## config.mk

```make
export PLATFORM = sky130hd
export DESIGN_NAME = sample_controller
export DESIGN_NICKNAME = d
export VERILOG_FILES = /design/src/rtl/sample_controller_pkg.sv /design/src/rtl/sample_controller.sv
export SDC_FILE = /design/constraint.sdc
export NUM_CORES = 1
export LEC_CHECK = 0
export ABC_AREA = 1
export CORE_MARGIN = 3
export CORE_UTILIZATION = 30
export CTS_BUF_LIST = sky130_fd_sc_hd__clkbuf_2 sky130_fd_sc_hd__clkbuf_4 sky130_fd_sc_hd__clkbuf_8
export CTS_CLUSTER_DIAMETER = 150
export DETAILED_ROUTE_END_ITERATION = 7
export PLACE_DENSITY = 0.69
export SETUP_SLACK_MARGIN = 0.4
export SLEW_MARGIN = 0
export SYNTH_ARGS = -nofsm -noshare
export SYNTH_HDL_FRONTEND = slang
export SYNTH_SLANG_ARGS = --single-unit
```

## constraint.sdc

```tcl
create_clock -name clk -period 1.1 [get_ports clk]
set_input_delay 0.11 -clock clk [delete_from_list [all_inputs] [get_ports clk]]
set_output_delay 0.11 -clock clk [all_outputs]
set_load 0.01 [all_outputs]
```

## src/rtl/sample_controller_pkg.sv

```systemverilog
// Shared types for the sample-processing sequencer:
// datapath opcodes, register indices and FSM state encoding.
package sample_ctrl_pkg;

   typedef enum logic [2:0] {
      OP_NOP  = 3'd0,
      OP_COPY = 3'd1,
      OP_LOAD = 3'd2,
      OP_ADD  = 3'd4,
      OP_SUB  = 3'd5
   } op_t;

   localparam logic [3:0] ACC = 4'd0;
   localparam logic [3:0] OLD = 4'd4;
   localparam logic [3:0] NEW = 4'd5;

   typedef enum logic [3:0] {
      S_IDLE    = 4'd0,
      S_STORE   = 4'd1,
      S_SUB_OLD = 4'd2,
      S_SH3     = 4'd3,
      S_SH2     = 4'd4,
      S_SH1     = 4'd5,
      S_SH0     = 4'd6,
      S_ADD_NEW = 4'd7,
      S_CLR     = 4'd8,
      S_EIDLE   = 4'd9
   } state_t;

endpackage

```

## src/rtl/sample_controller.sv

```systemverilog
// Moore sequencer stepping the register-file datapath through a
// 4-tap running-sum update per sample, with block-end clear.
module sample_controller
   import sample_ctrl_pkg::*;
(
   input  logic       clk,
   input  logic       n_reset,
   input  logic       dr,
   input  logic       overflow,
   input  logic       one_k_samples,
   output logic       cnt_up,
   output logic       clear,
   output logic       modwait,
   output logic [2:0] op,
   output logic [3:0] src1,
   output logic [3:0] src2,
   output logic [3:0] dest,
   output logic       err
);

   state_t state;
   state_t state_nxt;

   always_ff @(posedge clk or negedge n_reset) begin
      if (!n_reset) begin
         state <= S_IDLE;
      end else begin
         state <= state_nxt;
      end
   end

   // dr is only looked at while waiting or in STORE
   always_comb begin
      state_nxt = state;
      unique case (state)
         S_IDLE:    if (dr) state_nxt = S_STORE;
         S_STORE:   state_nxt = dr ? S_SUB_OLD : S_EIDLE;
         S_SUB_OLD: state_nxt = overflow ? S_EIDLE : S_SH3;
         S_SH3:     state_nxt = S_SH2;
         S_SH2:     state_nxt = S_SH1;
         S_SH1:     state_nxt = S_SH0;
         S_SH0:     state_nxt = S_ADD_NEW;
         S_ADD_NEW: begin
            if (overflow)           state_nxt = S_EIDLE;
            else if (one_k_samples) state_nxt = S_CLR;
            else                    state_nxt = S_IDLE;
         end
         S_CLR:     state_nxt = S_IDLE;
         S_EIDLE:   if (dr) state_nxt = S_STORE;
         default:   state_nxt = S_IDLE;
      endcase
   end

   always_comb begin
      op      = OP_NOP;
      src1    = 4'd0;
      src2    = 4'd0;
      dest    = 4'd0;
      cnt_up  = 1'b0;
      clear   = 1'b0;
      modwait = 1'b0;
      err     = 1'b0;
      unique case (state)
         S_IDLE: ;
         S_STORE: begin
            op      = OP_LOAD;
            dest    = NEW;
            cnt_up  = 1'b1;
            modwait = 1'b1;
         end
         S_SUB_OLD: begin
            op      = OP_SUB;
            src1    = ACC;
            src2    = OLD;
            dest    = ACC;
            modwait = 1'b1;
         end
         S_SH3: begin
            op      = OP_COPY;
            src1    = 4'd3;
            dest    = OLD;
            modwait = 1'b1;
         end
         S_SH2: begin
            op      = OP_COPY;
            src1    = 4'd2;
            dest    = 4'd3;
            modwait = 1'b1;
         end
         S_SH1: begin
            op      = OP_COPY;
            src1    = 4'd1;
            dest    = 4'd2;
            modwait = 1'b1;
         end
         S_SH0: begin
            op      = OP_COPY;
            src1    = NEW;
            dest    = 4'd1;
            modwait = 1'b1;
         end
         S_ADD_NEW: begin
            op      = OP_ADD;
            src1    = ACC;
            src2    = 4'd1;
            dest    = ACC;
            modwait = 1'b1;
         end
         S_CLR: begin
            clear   = 1'b1;
            modwait = 1'b1;
         end
         S_EIDLE: err = 1'b1;
         default: ;
      endcase
   end

endmodule

```

==> results.py <==
metrics = {
    "worst_setup_path": {
        "cp-startpoint": "state[0]",
        "critPathMaxFanout": 6,
        "cpMaxStageDelayCell": "dfrtp_2",
        "cp-start-kind": "flip-flop",
        "path_buf_inv": 2,
        "rrSetupSlack_ps": -220,
        "r2r_start": "state[0]",
        "path_class": "reg -> out",
        "r2r_cells": 9,
        "cp_slowest_stage_delay_ps": 490,
        "arrival_ps": 1330,
        "crit_required_ps": 990,
        "rr_endpoint": "state[0]",
        "crit_chain": "nor2_4, buf_6, nand2_8, nand4_1, buf_2",
        "crit_path_end_kind": "output pin",
        "cp_top_family": "flip-flops",
    },
    "floorplan": {
        "core_region_area_um2": 1160,
        "dieArea_um2": 1770,
        "ios": 24,
        "rows": 12,
        "start_util_pct": 33.8,
        "die_w_um": 42.1,
        "die_h_um": 42.1,
    },
    "cts": {
        "root_buffer": "clkbuf_4",
        "cts_tree": "done",
        "clk-insertion-delay-late_ps": 240,
        "clk_pin_slew_ps": 50,
        "h-tree-depth": 1,
        "numCtsBuffers": 3,
        "cts.sinks": 4,
        "clock_path_buffers": 2,
    },
    "power": {
        "p_leak_nw": 0.499,
        "ir_drop_mv": 1.76,
        "power_mw": 2.86,
        "power.density_nw_per_um2": 2810,
    },
    "timing": {
        "final.setup.worst_slack_ps": -338,
        "whs_ps": 83.4,
        "min_period_ps": 1440,
        "hold_viol_final": 0,
        "period_share_pct": 131,
        "drv_slew": 0,
        "finClkSkew_ps": 11.2,
        "setup_viol": 18,
        "rsz0062_at_grt": "true",
        "fmax_mhz": 696,
    },
    "synth": {
        "synth.area.top_cells": "dfrtp_1, nand2_1, nor2_1, buf_4, inv_1",
        "synthCells": 67,
        "ys_warn_count": 0,
        "ys_seq_elements": 4,
        "synth_top_cell_by_area": "dfrtp_1",
        "syn_avg_cell_area_um2": 5.83,
        "ys_types": 16,
        "netlist_area_um2": 390,
        "yosys.area.top_type_share_pct": 25.6,
        "ys_seq_area_share_pct": 25.6,
    },
    "detailed_routing": {
        "drt-pass1-iter-count": 4,
        "wl_um": 1900,
        "vias_per_cell": 4.79,
        "drc": 0,
        "wire_per_inst_um": 15.1,
        "postRouteAntennaNets": 0,
        "num_vias": 604,
        "drt_iter0_drc": 4,
    },
    "run": {
        "cap_violations": 0,
    },
    "finish": {
        "largest_reg_flops": 4,
        "drive_gt1_share_pct": 75.0,
        "top_register": "state",
        "area_growth_pct": 161,
        "largestRegisters": "state x4",
        "finalNetCount": 118,
        "diodes": 0,
    },
    "outcome": {
        "violations": "setup timing",
        "status": "finished with violations",
    },
    "worst_hold_path": {
        "hold_path.class": "in -> async",
    },
    "global_route": {
        "grt_pass1_wl_um": 2660,
        "grt_pass1_vias": 603,
        "grt-ovfl-total": 0,
        "grt_max_degree": 7,
        "track_usage_pct": 19.6,
        "antenna_found_initial": 0,
    },
    "placement": {
        "numPortBuffers": 19,
        "place_congestion": 0.870,
        "hpwl_um": 1020,
    },
}
## report_power, final
part	total (mW)	internal, mW	switching, mW
logic	2.27	1.12	1.15
clock network	0.239	0.162	0.0768
registers	0.351	0.215	0.137
## synth_stat cells
cell / instances
nand4_1: 2
o21ai_2: 1
nor3_2: 1
nand3_1: 4
inv_2: 1
nor2_1: 11
nor2_2: 1
nand2_2: 1
buf_4: 5
a21oi_1: 2
o21ai_0: 2
nand2_1: 20
inv_1: 10
dfrtp_1: 4
o211ai_1: 1
conb_1: 1
## final cells by class
class / count / area (µm²)
well taps: 14 / 17.5
fillers: 60 / 138
multi-input cells: 50 / 397
inverters: 11 / 58.8
clock buffers: 4 / 30.0
flip-flops and latches: 4 / 105
repair buffers: 43 / 410
## stage by stage
stage / instances / setup TNS (ps) / setup slack [ps] / instance area (µm²) / utilization (%)
floorplan: 70 / 0 / 59.7 / 458 / -
global placement: 110 / -5540 / -447 / 714 / 61.8
detailed placement: 110 / -5790 / -462 / 714 / 61.8
CTS: 122 / -3780 / -311 / 860 / 74.4
global route: 126 / -5750 / -401 / 1020 / 88.1
finish: 126 / -4730 / -338 / 1020 / 88.1
## repair_timing
action                     CTS  global route
setup buffers                8             4
pin swaps                   12            17
hold buffers                 0             0
setup endpoints to repair   19            19
gates resized for setup     92            32
## cells in the final DEF, fill, tap and decap left out, drive strengths merged
cell type | netlist | layout
nand4 | 2 | 2
buf | 5 | 39
nand3 | 4 | 4
nor3 | 1 | 1
conb | 1 | 4
o21ai | 3 | 3
nand2 | 21 | 21
a21oi | 2 | 2
inv | 11 | 10
o211ai | 1 | 1
clkbuf | 0 | 4
clkdlybuf4s50 | 0 | 4
clkinv | 0 | 1
dfrtp | 4 | 4
nor2 | 12 | 12
## cell families (layout without fill, tap and decap cells)
family                 after synthesis  in the layout  synth area share (%)
AOI/OAI and AO/OA                    6              6                  9.30
buffers and inverters               16             58                  20.2
DFF                                  4              4                  25.6
other                                1              4                 0.961
and+or+nand+nor                     40             40                  43.9
## worst max path at each step
stage	to	cells after the start
finish	op[0]	5
global route	err	4
CTS	op[0]	5
detailed placement	op[0]	5
global placement	op[0]	5
floorplan	op[1]	4
## per-layer routing
layer,part of all wire (%),GRT usage [%]
met1,40,23.2
met2,56,35.2
met3,3.6,4.29
met4,0,5.59
met5,0,0
## worst reg2reg max path, cell delays in order, from the launching register on
cell and delay [ps]:
dfrtp_2 490, nor2_4 180, buf_6 140, nand2_8 70
buf_6 120, nand2_2 60, nor2_2 40, nand2_1 50
nand2_1 40, nand2_1 70
No activity file was read; power rests on OpenSTA's default activity.
